[src/rtl/hud_pkg.sv]
// Shared types and constants for the HUD strip renderer: colour type,
// FSM state encoding, default palette and the heart icon bitmap.
package hud_pkg;

  typedef logic [2:0] colour_t;

  typedef enum logic [1:0] {
    IDLE = 2'd0,
    DRAW = 2'd1,
    DONE = 2'd2
  } hud_state_t;

  localparam colour_t DEF_BG_COLOUR    = 3'b000;
  localparam colour_t DEF_FULL_COLOUR  = 3'b100;
  localparam colour_t DEF_EMPTY_COLOUR = 3'b111;
  localparam colour_t BORDER_COLOUR    = 3'b110;

  // 8x8 heart. Row v occupies bits [v*8+7 : v*8]; column u=0 is the
  // leftmost pixel and sits in the row's MSB, so pixel (u,v) is bit {v,~u}.
  localparam logic [63:0] HEART_BITMAP = {
    8'h00,  // row 7
    8'h18,  // row 6
    8'h3C,  // row 5
    8'h7E,  // row 4
    8'hFF,  // row 3
    8'hFF,  // row 2
    8'hFF,  // row 1
    8'h66   // row 0
  };

endpackage

[src/rtl/hud_renderer_if.sv]
// Control handshake plus VGA write port of the HUD renderer.
// master = control/VGA side, slave = the renderer itself.
interface hud_renderer_if #(
  parameter int HW = 4
) ();

  logic          enable;
  logic          draw_ack;
  logic [HW-1:0] health;
  logic [8:0]    x_pos;
  logic [7:0]    y_pos;
  logic [2:0]    colour;
  logic          VGA_write;
  logic          draw_done;

  modport master (
    output enable, draw_ack, health,
    input  x_pos, y_pos, colour, VGA_write, draw_done
  );

  modport slave (
    input  enable, draw_ack, health,
    output x_pos, y_pos, colour, VGA_write, draw_done
  );

endinterface

[src/rtl/hud_icon_rom.sv]
// Combinational icon bitmap lookup. Swap this module for different icon art.
module hud_icon_rom
  import hud_pkg::*;
(
  input  logic [2:0] u,
  input  logic [2:0] v,
  output logic       pixel
);

  assign pixel = HEART_BITMAP[{v, ~u}];

endmodule

[src/rtl/hud_renderer.sv]
// HUD strip rasteriser: draws background plus a row of health hearts into
// VGA memory, one pixel per clock, sequenced by enable/draw_done/draw_ack.
// Optional build macro HUD_BORDER_EN paints a one-pixel frame around the strip.
module hud_renderer
  import hud_pkg::*;
#(
  parameter int      HUD_X0       = 0,
  parameter int      HUD_Y0       = 0,
  parameter int      HUD_W        = 320,
  parameter int      HUD_H        = 16,
  parameter int      NUM_ICONS    = 8,
  parameter int      ICON_W       = 8,
  parameter int      ICON_H       = 8,
  parameter int      ICON_X       = 4,
  parameter int      ICON_Y       = 4,
  parameter int      ICON_GAP     = 2,
  parameter colour_t BG_COLOUR    = DEF_BG_COLOUR,
  parameter colour_t FULL_COLOUR  = DEF_FULL_COLOUR,
  parameter colour_t EMPTY_COLOUR = DEF_EMPTY_COLOUR
) (
  input  logic         clock,
  input  logic         reset,
  hud_renderer_if.slave bus
);

  localparam int HW = $clog2(NUM_ICONS + 1);

  localparam logic [8:0] W_LAST     = 9'(HUD_W - 1);
  localparam logic [7:0] H_LAST     = 8'(HUD_H - 1);
  localparam logic [8:0] PITCH_LAST = 9'(ICON_W + ICON_GAP - 1);
  localparam logic [8:0] IX         = 9'(ICON_X);
  localparam logic [7:0] IY         = 8'(ICON_Y);
  localparam logic [8:0] IY_END     = 9'(ICON_Y + ICON_H);

  // Reject strips that would fall off the 320x240 screen.
  generate
    if ((HUD_W < 1) || (HUD_H < 1) ||
        (HUD_X0 + HUD_W > 320) || (HUD_Y0 + HUD_H > 240)) begin : g_bad_geometry
      $error("hud_renderer: HUD rectangle does not fit on a 320x240 screen");
    end
  endgenerate

  hud_state_t    state_reg;
  logic [8:0]    cx_reg;
  logic [7:0]    cy_reg;
  logic [8:0]    u_reg;      // column inside the current icon slot
  logic [8:0]    k_reg;      // current icon slot index
  logic [HW-1:0] h_lat_reg;

  logic [8:0]    x_pos_reg;
  logic [7:0]    y_pos_reg;
  colour_t       colour_reg;
  logic          vga_write_reg;
  logic          draw_done_reg;

  logic [HW-1:0] health_clamped;
  logic [2:0]    v_off;
  logic          rom_pixel;
  logic          in_rows;
  logic          in_cols;
  colour_t       pix_colour;
  colour_t       colour_next;
  logic          last_col;
  logic          last_px;

  hud_icon_rom u_icon_rom (
    .u     (u_reg[2:0]),
    .v     (v_off),
    .pixel (rom_pixel)
  );

  // Saturate the incoming health at the number of slots.
  always_comb begin
    health_clamped = bus.health;
    if (bus.health > HW'(NUM_ICONS)) health_clamped = HW'(NUM_ICONS);
  end

  // Pixel colour for the current (cx,cy) using the running slot counters.
  always_comb begin
    v_off      = 3'(cy_reg - IY);
    in_rows    = (cy_reg >= IY) && ({1'b0, cy_reg} < IY_END);
    in_cols    = (cx_reg >= IX) && (k_reg < 9'(NUM_ICONS)) && (u_reg < 9'(ICON_W));
    pix_colour = BG_COLOUR;
    if (in_rows && in_cols && rom_pixel) begin
      pix_colour = (k_reg < 9'(h_lat_reg)) ? FULL_COLOUR : EMPTY_COLOUR;
    end
`ifdef HUD_BORDER_EN
    if ((cx_reg == 9'd0) || (cx_reg == W_LAST) ||
        (cy_reg == 8'd0) || (cy_reg == H_LAST)) begin
      colour_next = BORDER_COLOUR;
    end else begin
      colour_next = pix_colour;
    end
`else
    colour_next = pix_colour;
`endif
    last_col = (cx_reg == W_LAST);
    last_px  = last_col && (cy_reg == H_LAST);
  end

  // Control FSM with raster counters and registered VGA outputs.
  always_ff @(posedge clock or negedge reset) begin
    if (!reset) begin
      state_reg     <= IDLE;
      cx_reg        <= '0;
      cy_reg        <= '0;
      u_reg         <= '0;
      k_reg         <= '0;
      h_lat_reg     <= '0;
      x_pos_reg     <= '0;
      y_pos_reg     <= '0;
      colour_reg    <= '0;
      vga_write_reg <= 1'b0;
      draw_done_reg <= 1'b0;
    end else begin
      unique case (state_reg)
        IDLE: begin
          vga_write_reg <= 1'b0;
          draw_done_reg <= 1'b0;
          if (bus.enable) begin
            h_lat_reg <= health_clamped;
            cx_reg    <= '0;
            cy_reg    <= '0;
            u_reg     <= '0;
            k_reg     <= '0;
            state_reg <= DRAW;
          end
        end
        DRAW: begin
          draw_done_reg <= 1'b0;
          if (!bus.enable) begin
            // Abort: stop writing at once and wait for a fresh request.
            vga_write_reg <= 1'b0;
            state_reg     <= IDLE;
          end else begin
            x_pos_reg     <= 9'(HUD_X0) + cx_reg;
            y_pos_reg     <= 8'(HUD_Y0) + cy_reg;
            colour_reg    <= colour_next;
            vga_write_reg <= 1'b1;
            if (last_col) begin
              cx_reg <= '0;
              cy_reg <= cy_reg + 8'd1;
              u_reg  <= '0;
              k_reg  <= '0;
            end else begin
              cx_reg <= cx_reg + 9'd1;
              // Slot counters start moving once the icon row begins.
              if (cx_reg >= IX) begin
                if (u_reg == PITCH_LAST) begin
                  u_reg <= '0;
                  k_reg <= k_reg + 9'd1;
                end else begin
                  u_reg <= u_reg + 9'd1;
                end
              end
            end
            if (last_px) state_reg <= DONE;
          end
        end
        DONE: begin
          vga_write_reg <= 1'b0;
          if (bus.draw_ack) begin
            draw_done_reg <= 1'b0;
            state_reg     <= IDLE;
          end else begin
            draw_done_reg <= 1'b1;
          end
        end
        default: begin
          vga_write_reg <= 1'b0;
          draw_done_reg <= 1'b0;
          state_reg     <= IDLE;
        end
      endcase
    end
  end

  assign bus.x_pos     = x_pos_reg;
  assign bus.y_pos     = y_pos_reg;
  assign bus.colour    = colour_reg;
  assign bus.VGA_write = vga_write_reg;
  assign bus.draw_done = draw_done_reg;

endmodule

[src/flat_wrapper.sv]
// flat-port wrapper written by rule: the top's interface ports become plain ports
module hud_renderer_flat import hud_pkg::*;
#(
  parameter int      HUD_X0       = 0,
  parameter int      HUD_Y0       = 0,
  parameter int      HUD_W        = 320,
  parameter int      HUD_H        = 16,
  parameter int      NUM_ICONS    = 8,
  parameter int      ICON_W       = 8,
  parameter int      ICON_H       = 8,
  parameter int      ICON_X       = 4,
  parameter int      ICON_Y       = 4,
  parameter int      ICON_GAP     = 2,
  parameter colour_t BG_COLOUR    = DEF_BG_COLOUR,
  parameter colour_t FULL_COLOUR  = DEF_FULL_COLOUR,
  parameter colour_t EMPTY_COLOUR = DEF_EMPTY_COLOUR
)
  (clock, reset, bus_enable, bus_draw_ack, bus_health, bus_x_pos, bus_y_pos, bus_colour, bus_VGA_write, bus_draw_done);
  hud_renderer_if #(.HW(4)) bus_i ();
  input  logic clock;
  input  logic reset;
  input wire logic [$bits(bus_i.enable)-1:0] bus_enable;
  input wire logic [$bits(bus_i.draw_ack)-1:0] bus_draw_ack;
  input wire logic [$bits(bus_i.health)-1:0] bus_health;
  output wire logic [$bits(bus_i.x_pos)-1:0] bus_x_pos;
  output wire logic [$bits(bus_i.y_pos)-1:0] bus_y_pos;
  output wire logic [$bits(bus_i.colour)-1:0] bus_colour;
  output wire logic [$bits(bus_i.VGA_write)-1:0] bus_VGA_write;
  output wire logic [$bits(bus_i.draw_done)-1:0] bus_draw_done;
  assign bus_i.enable = bus_enable;
  assign bus_i.draw_ack = bus_draw_ack;
  assign bus_i.health = bus_health;
  assign bus_x_pos = bus_i.x_pos;
  assign bus_y_pos = bus_i.y_pos;
  assign bus_colour = bus_i.colour;
  assign bus_VGA_write = bus_i.VGA_write;
  assign bus_draw_done = bus_i.draw_done;
  hud_renderer #(.HUD_X0(HUD_X0), .HUD_Y0(HUD_Y0), .HUD_W(HUD_W), .HUD_H(HUD_H), .NUM_ICONS(NUM_ICONS), .ICON_W(ICON_W), .ICON_H(ICON_H), .ICON_X(ICON_X), .ICON_Y(ICON_Y), .ICON_GAP(ICON_GAP), .BG_COLOUR(BG_COLOUR), .FULL_COLOUR(FULL_COLOUR), .EMPTY_COLOUR(EMPTY_COLOUR)) u_core (.clock(clock), .reset(reset), .bus(bus_i));
endmodule
[config.mk]
export PLATFORM = sky130hd
export DESIGN_NAME = hud_renderer_flat
export DESIGN_NICKNAME = d
export VERILOG_FILES = /design/src/rtl/hud_pkg.sv /design/src/rtl/hud_renderer_if.sv /design/src/rtl/hud_icon_rom.sv /design/src/rtl/hud_renderer.sv /design/src/flat_wrapper.sv
export SDC_FILE = /design/constraint.sdc
export NUM_CORES = 1
export LEC_CHECK = 0
export CAP_MARGIN = 20
export CORE_UTILIZATION = 49
export DETAILED_ROUTE_END_ITERATION = 7
export PLACE_DENSITY = 0.7
export SYNTH_ARGS = -nofsm -noshare
export SYNTH_HDL_FRONTEND = slang
export SYNTH_SLANG_ARGS = --single-unit
[constraint.sdc]
create_clock -name clock -period 2.6 [get_ports clock]
set_input_delay 0.65 -clock clock [delete_from_list [all_inputs] [get_ports clock]]
set_output_delay 0.65 -clock clock [all_outputs]
set_load 0.03 [all_outputs]
## Yosys cells after proc, flatten, opt, wreduce, memory -nomap -nowiden

Memories as Yosys holds them, arrays and structs flattened.
Cells that the tools add are included.

| operators by class | value |
|---|---|
| $add $sub $neg | 5 |
| magnitude comparators | 8 |
| eq/ne operators | 12 |
| multiplexer cells | 31 |
| bitwise operators | 1 |
| reduce and logical (&&, ||, !) cells | 15 |

Operators by type and width:

| operator | number |
|---|---|
| 9-bit two-way mux | 11 |
| 9-bit case mux with 2 select lines | 3 |
| 9-bit by 1-bit adder with 9-bit output (second input constant) | 3 |
| 8-bit two-way mux | 3 |
| 9-bit by 4-bit less-than comparator with 1-bit output (second input constant) | 2 |
| 8-bit case mux with 2 select lines | 1 |
| 2-bit two-way mux | 5 |
| 9-bit by 4-bit == test with 1-bit output (second input constant) | 1 |
| 9-bit == test (second input constant) | 1 |
| 9-bit by 3-bit >= comparator with 1-bit output (second input constant) | 1 |
| 9-bit by 4-bit less-than comparator with 1-bit output | 1 |
| 8-bit by 1-bit adder with 8-bit output (second input constant) | 1 |
| 8-bit by 4-bit == test with 1-bit output (second input constant) | 1 |
| 8-bit by 3-bit >= comparator with 1-bit output (second input constant) | 1 |
| 8-bit by 4-bit less-than comparator with 1-bit output (second input constant) | 1 |
| 4-bit AND reduction | 2 |
| 6-bit by 7-bit less-than comparator with 1-bit output (second input constant) | 1 |
| 1-bit logical AND | 6 |
| 2-bit != test (second input constant) | 3 |
| 3-bit by 1-bit != test with 1-bit output (second input constant) | 2 |
| 2-bit case mux with 3 select lines | 1 |
| 3-bit AND reduction | 2 |
| 1-bit two-way mux | 5 |
| 5-bit AND reduction | 1 |
| 12 further kinds | 13 |

| storage, ports and cells | value |
|---|---|
| bits in registers | 63 |
| bits in read-only memories | 64 |
| input port bits | 8 |
| output and inout bits | 22 |
| memories | 1 |

Memory list:

| name | depth | width | read ports | clocked after Yosys merged registers in | wr ports | RTL line | source |
|---|---|---|---|---|---|---|---|
| (name not given) | 64 | 1 | 1 | 0 | 0 | hud_icon_rom.sv:10 | `assign pixel = HEART_BITMAP[{v, ~u}];` |

## Depth between registers and ports, before layout

Gate-level depths: netlist of run 1.

| logic depth | value |
|---|---|
| depth in word-level cells | 6 |
| gate-level depth with buffers | 8 |
| mapped depth without buffers | 7 |

## By module

Synthesis of run 1 repeated with hierarchy kept, for this count alone.

| unflattened totals | value |
|---|---|
| cell total of the unflattened synthesis | 353 |
| area, all modules | 3345.7 um2 |

By module, submodules not included:

| module | instances | cells each | area an instance (um2) | sequential area each (um2) |
|---|---|---|---|---|
| hud_renderer | 1 | 339 | 3239.4 | 1551.5 |
| hud_icon_rom | 1 | 14 | 106.4 | 0.0 |

## Worst setup path after synthesis of run 1

OpenSTA, ideal clock, no wires.

| timing path | value |
|---|---|
| path kind | register to register |
| start | reg u_core.u_reg[5] |
| end | reg u_core.k_reg[2] |
| library setup time | 0.125 ns |
| data arrival time | 1.664 ns |
| required time | 2.475 ns |
| path slack | 0.810 ns |
| stages on the path, launching flop included | 7 |
| path buffers | 1 |
| cell sequence | dfrtp_1 or4_4 nor3_4 buf_6 a21oi_1 o21ai_0 o21ai_1 |

| between the ends | value |
|---|---|
| longest elaborated chain between the ends | 3 |

Ends and longest elaborated chain:

| item | RTL line | source |
|---|---|---|
| start, declared | hud_renderer.sv:46 | `logic [8:0] u_reg;` |
| start signal, assigned | hud_renderer.sv:153 | `u_reg <= u_reg + 9'd1;` |
| 9-bit by 4-bit == test with 1-bit output | hud_renderer.sv:149 | `if (u_reg == PITCH_LAST) begin` |
| 3-bit by 1-bit != test with 1-bit output (no line) | - |  |
| 5-bit AND reduction (no line) | - |  |
| end signal, assigned | hud_renderer.sv:151 | `k_reg <= k_reg + 9'd1;` |
| end, declared | hud_renderer.sv:47 | `logic [8:0] k_reg;` |

Every way passes these cells.
A chain may end at the register's enable or synchronous reset.

## Final worst setup path of run 1

| timing path | value |
|---|---|
| start | reg u_core.u_reg[5] |
| end | reg u_core.k_reg[5] |

The elaborated chain is that of the path after synthesis.

==> results.sh, run 1 <==
export IMPL_gp_congestion=0.858
export IMPL_rsz0062_at_grt="no"
export IMPL_netlist_instances=354
export IMPL_hpwlAfterDp_mm=5.13
export IMPL_period_share_pct=79.5
export IMPL_p_sw_share_pct=29.7
export IMPL_ant_nets=0
export IMPL_clkLatencyLatePin_ns=0.34
export IMPL_grt_max_degree=24
export IMPL_finalSetupViolCount=0
export IMPL_cts_tree="yes"
export IMPL_routedWlPerCell_um=15.2
export IMPL_cts_root_buf="clkbuf_8"
export IMPL_cts_htree_levels=3
export IMPL_synth_edf_count=0
export IMPL_final_max_slew_viol_count=0
export IMPL_clock_skew_ns=0.00508
export IMPL_cts_sinks=62
export IMPL_area_growth_pct=18.5
export IMPL_crit_chain="or4_4, nor4_1, nand4_1, o31ai_1"
export IMPL_layout_commonest_cell="dfrtp_1"
export IMPL_crit_fanout=6
export IMPL_crit_type="reg2reg"
export IMPL_power_frac_comb_pct=18.1
export IMPL_nNetsFinal=408
export IMPL_ir_drop_v=0.000441
export IMPL_ys_warn_count=0
export IMPL_max_stage_delay_ns=0.57
export IMPL_syn_area_per_cell_um2=9.17
export IMPL_powerDensity_nw_per_um2=664
export IMPL_drive_gt1_share_pct=10.2
export IMPL_cts_clk_slew_worst_paths_ns=0.07
export IMPL_slew_headroom_pct=59.2
export IMPL_fillers=562
export IMPL_arrival_ns=2.31
export IMPL_worst_pin_slew_ns=0.606
export IMPL_synthFlopType="dfrtp_1"
export IMPL_whs_ns=0.273
export IMPL_critPathTopFamily="simple AND/OR/NAND/NOR gates"
export IMPL_clockBufferDepth=2
export IMPL_vias=2666
export IMPL_grt_overflow_total=0
export IMPL_n_antenna_cell=0
export IMPL_worstPathRequired_ns=2.84
export IMPL_initial_core_util_pct=50.8
export IMPL_ios=30
export IMPL_grt_use_total_pct=22.8
export IMPL_tns_ns=0
export IMPL_power_frac_clock_pct=37.3
export IMPL_ys_ff_latch=62
export IMPL_seq_area_frac_synth_pct=47.8
export IMPL_post_route_drc_count=0
export IMPL_syn_nets=374
export IMPL_fp_dieArea_um2=6960
export IMPL_critPathLaunchType="flop"
export IMPL_worst_path_max_delay_cell="or4_4"
export IMPL_grt_first_pass_wirelength_mm=12.6
export IMPL_fmax_mhz=484
export IMPL_maxCapViolations=0
export IMPL_postCtsSetupBuffers=0
export IMPL_final_cell_mix="62 x dfrtp_1, 57 x nand2_1, 32 x o21ai_0, 28 x clkdlybuf4s50_1, 21 x nor2_1"
export IMPL_min_path_type="in2async"
export IMPL_die_y_um=83.4
export IMPL_dr_pass1_iters=5
export IMPL_ctsResizeCount=0
export IMPL_synth_cell_type_count=53
export IMPL_port_buffers=29
export IMPL_coreArea_um2=6390
export IMPL_leakage_uw=0.00174
export IMPL_hold_violations=0
export IMPL_end_kind="flop"
export IMPL_drtIter0Drc=164
export IMPL_path_buf_inv=0
export IMPL_power_switching_uw=760
export IMPL_die_w_um=83.4
export IMPL_grt_antenna_before_repair=0
export IMPL_numCtsBuffers=9
export IMPL_async_reset_ff_share_pct=100
export IMPL_syn_cell_area_um2=3250
export IMPL_wl_mm=7.13
export IMPL_final_cells=470
export IMPL_min_period_ns=2.07
export IMPL_dp_cells=454
export IMPL_worst_r2r_setup_slack_ns=0.53
export IMPL_vias_per_cell=5.67
export IMPL_rows=29
export IMPL_power_frac_seq_pct=44.6
export IMPL_outcome="finished, final reports clean"
export IMPL_grt_pass1_vias=2617
export IMPL_power_internal_uw=1790
export IMPL_postCtsHoldBufs=0
-- worst register-to-register path: stages, from the launching register on --
cell and delay (ns):
dfrtp_1 0.43, or4_4 0.57, nor4_1 0.54, nand4_1 0.20, o31ai_1 0.23
-- cell type report --
cell class / instances / area [um^2] / share of cell area, %
well taps: 77 / 96.3 / 2.50
flip-flops and latches: 62 / 1550 / 40.3
multi-input cells: 255 / 1520 / 39.5
inverters: 17 / 63.8 / 1.66
clock buffers: 11 / 141 / 3.67
repair buffers: 43 / 390 / 10.1
clock inverters: 5 / 82.6 / 2.15
-- stage by stage --
| stage | setup WS [ns] | total power, uW | utilization (%) | area, um^2 |
|---|---|---|---|---|
| CTS | 0.535 | 2580 | 60.2 | 3850 |
| global route | 0.410 | 2680 | 60.2 | 3850 |
| global placement | 0.354 | 1610 | 56.7 | 3620 |
| floorplan | 0.810 | 1440 | - | 3250 |
| finish | 0.532 | 2550 | 60.2 | 3850 |
| detailed placement | 0.335 | 1620 | 56.7 | 3620 |
-- cells in the mapped netlist, types with 2 or more instances --
cell,number,area [um^2]
dfrtp_1,62,1550
nand2_1,57,214
o21ai_0,32,160
nor2_1,21,78.8
nand3_1,18,90.1
inv_1,17,63.8
a21oi_1,13,65.1
ha_1,12,150
clkbuf_1,11,41.3
nor3_1,8,40.0
and3_1,7,43.8
o31ai_1,7,52.6
nand4_1,6,37.5
a211oi_1,5,37.5
mux2i_1,5,50.1
nand3b_1,5,37.5
nand2b_1,4,25.0
nor2b_1,4,25.0
nor3b_1,4,30.0
o21ai_1,4,20.0
xnor2_1,4,35.0
a31oi_1,3,18.8
buf_6,3,33.8
mux2_2,3,33.8
o22ai_1,3,18.8
a22o_1,2,17.5
buf_2,2,10.0
buf_4,2,15.0
clkbuf_2,2,10.0
nand2_2,2,12.5
nor4_1,2,12.5
o41ai_1,2,17.5
xor2_1,2,17.5
-- cell families after synthesis --
kind of cell               count (synthesis)  synth area share, %
DFF                                       62                 47.8
and+or+nand+nor                          149                 23.1
adders and majority gates                 12                 4.62
muxes                                      8                 2.58
AOI/OAI and AO/OA                         80                 15.0
xor gates and xnor gates                   6                 1.62
buffers and inverters                     37                 5.36
-- per-layer routing --
layer | vias up | share of wire [%] | GRT usage (%)
met2 | 72 | 47 | 35.4
met1 | 1273 | 47 | 32.0
met4 | 0 | 0.95 | 8.78
met5 | - | 0 | 0
met3 | 6 | 4.3 | 3.68
li1 | 1315 | - | -
-- path summary, 6_finish.rpt --
kind | start | endpoint | depth (start not counted)
worst max-delay path | u_core.u_reg[5]$_DFFE_PN0P_ | u_core.k_reg[5]$_DFFE_PN0P_ | 4
worst min-delay path | reset | u_core.bus.x_pos[3]$_DFFE_PN0P_ | 1
worst max register to register | u_core.u_reg[5]$_DFFE_PN0P_ | u_core.k_reg[5]$_DFFE_PN0P_ | 4
worst min register to register | u_core.bus.x_pos[2]$_DFFE_PN0P_ | u_core.bus.x_pos[2]$_DFFE_PN0P_ | 2
max in group asynchronous | reset | u_core.k_reg[1]$_DFFE_PN0P_ | 2
min in group clock | u_core.bus.x_pos[2]$_DFFE_PN0P_ | u_core.bus.x_pos[2]$_DFFE_PN0P_ | 2
-- power by group through the flow --
stage	sequential [uW]	combinational (uW)	clock [uW]
2_1_floorplan	1160	281	0
3_3_place_gp	1150	454	0
3_5_place_dp	1160	463	0
4_1_cts	1140	466	974
5_1_grt	1150	517	1010
6_report	1140	462	952
(Power assumes the default switching activity.)
==> run 2: changes to the inputs <==
Clock period 2.6 ns to 2.1 ns, I/O delays scaled along.
==> results.sh, run 2 (synthesized netlist as in run 1, its figures left out) <==
export IMPL_initial_core_util_pct=50.8
export IMPL_n_antenna_cell=0
export IMPL_clkLatencyLatePin_ns=0.34
export IMPL_routedWlPerCell_um=15.2
export IMPL_period_share_pct=93.4
export IMPL_fmax_mhz=510
export IMPL_hpwlAfterDp_mm=5.21
export IMPL_grt_use_total_pct=22.8
export IMPL_fin_area_um2=3940
export IMPL_hold_violations=0
export IMPL_worst_r2r_setup_slack_ns=0.14
export IMPL_final_util_pct=61.7
export IMPL_grt_overflow_total=0
export IMPL_port_buffers=29
export IMPL_vias=2705
export IMPL_die_w_um=83.4
export IMPL_worstPathRequired_ns=2.32
export IMPL_grt_pass1_vias=2638
export IMPL_cts_htree_levels=3
export IMPL_finalSetupViolCount=0
export IMPL_cts_sinks=62
export IMPL_coreArea_um2=6390
export IMPL_whs_ns=0.181
export IMPL_layout_commonest_cell="dfrtp_1"
export IMPL_postCtsSetupBuffers=0
export IMPL_cts_tree="yes"
export IMPL_r2r_start="u_core.u_reg[5]$_DFFE_PN0P_"
export IMPL_timing_rr_end="u_core.k_reg[4]$_DFFE_PN0P_"
export IMPL_nNetsFinal=417
export IMPL_tns_ns=0
export IMPL_arrival_ns=2.18
export IMPL_powerDensity_nw_per_um2=805
export IMPL_min_period_ns=1.96
export IMPL_min_path_type="in2async"
export IMPL_dpl_cell_area_um2=3720
export IMPL_postCtsHoldBufs=0
export IMPL_grt_antenna_before_repair=0
export IMPL_area_growth_pct=21.4
export IMPL_endpoint="u_core.k_reg[4]$_DFFE_PN0P_"
export IMPL_rows=29
export IMPL_drtIter0Drc=168
export IMPL_max_stage_delay_ns=0.57
export IMPL_dr_pass1_iters=5
export IMPL_gp_congestion=0.888
export IMPL_final_cell_mix="62 x dfrtp_1, 57 x nand2_1, 32 x o21ai_0, 28 x clkdlybuf4s50_1, 21 x buf_4"
export IMPL_slew_headroom_pct=60.9
export IMPL_worst_path_max_delay_cell="or4_4"
export IMPL_clockBufferDepth=2
export IMPL_leakage_uw=0.00180
export IMPL_drive_gt1_share_pct=12.7
export IMPL_grt_max_degree=23
export IMPL_critPathLaunchType="flop"
export IMPL_final_cells=479
export IMPL_crit_chain="or4_4, nor3_4, buf_4, a31oi_1, o21ai_0, o41ai_1"
export IMPL_clock_skew_ns=0.00783
export IMPL_ant_nets=0
export IMPL_final_max_slew_viol_count=0
export IMPL_grt_first_pass_wirelength_mm=12.5
export IMPL_reg2reg_depth=6
export IMPL_dp_cells=463
export IMPL_maxCapViolations=0
export IMPL_setup_worst_path_start="u_core.u_reg[5]$_DFFE_PN0P_"
export IMPL_crit_fanout=7
export IMPL_crit_type="reg2reg"
export IMPL_outcome="finished, final reports clean"
export IMPL_die_y_um=83.4
export IMPL_cts_clk_slew_worst_paths_ns=0.07
export IMPL_numCtsBuffers=9
export IMPL_worst_pin_slew_ns=0.586
export IMPL_post_route_drc_count=0
export IMPL_ios=30
export IMPL_fp_dieArea_um2=6960
export IMPL_end_kind="flop"
export IMPL_rsz0062_at_grt="no"
export IMPL_ir_drop_v=0.000627
export IMPL_vias_per_cell=5.65
export IMPL_cts_root_buf="clkbuf_8"
export IMPL_wl_mm=7.26
run 2: layout make-up:
class	instances	area [um^2]
repair buffers	52	483
multi-input cells	255	1520
clock buffers	10	138
flip-flops and latches	62	1550
inverters	17	63.8
well taps	77	96.3
clock inverters	6	85.1
fillers	547	2440
run 2: per-layer routing:
layer | up-vias | track usage [%] | share of wire (%)
met1 | 1267 | 30.2 | 47
met4 | 0 | 9.40 | 1.8
met5 | - | 0 | 0
met3 | 16 | 5.37 | 4.4
li1 | 1331 | - | -
met2 | 91 | 35.9 | 47
run 2: critical path, delay by kind of cell (launching register included):
| kind | cells | cell delay, ns |
|---|---|---|
| AO/OA/AOI/OAI | 3 | 0.32 |
| buffers and inverters | 1 | 0.21 |
| AND/OR/NAND/NOR | 2 | 0.86 |
| flip-flops | 1 | 0.44 |
run 2: worst min path at each step:
stage / startpoint / endpoint / slack [ns] / cells after the start
6_report: reset / u_core.state_reg[1]$_DFFE_PN0P_ / 0.18 / 1
5_1_grt: reset / u_core.cy_reg[4]$_DFFE_PN0P_ / 0.19 / 1
4_1_cts: reset / u_core.state_reg[1]$_DFFE_PN0P_ / 0.18 / 1
3_5_place_dp: u_core.bus.x_pos[4]$_DFFE_PN0P_ / u_core.bus.x_pos[4]$_DFFE_PN0P_ / 0.46 / 2
3_3_place_gp: u_core.bus.x_pos[4]$_DFFE_PN0P_ / u_core.bus.x_pos[4]$_DFFE_PN0P_ / 0.46 / 2
2_1_floorplan: reset / u_core.bus.VGA_write$_DFF_PN0_ / 0.23 / 0
run 2: metrics by stage:
step | setup slack, ns | total power (uW)
after floorplan | 0.310 | 1780
after global placement | 0.0737 | 2020
after detailed placement | 0.0436 | 2030
after CTS | 0.108 | 3210
after global routing | 0.0313 | 3350
final | 0.138 | 3170
run 2: what timing repair did:
item / 4_1_cts / 5_1_grt
endpoints found under the hold margin: 0 / 0
setup endpoints to repair: 0 / 1
gates resized for setup: 0 / 1
run 2: power breakdown:
group | leakage, uW | internal [uW] | total, uW | switching, uW
logic | 0.000852 | 257 | 615 | 358
registers | 0.000843 | 1290 | 1400 | 110
clock network | 0.000108 | 696 | 1160 | 465
total | 0.00180 | 2240 | 3170 | 933
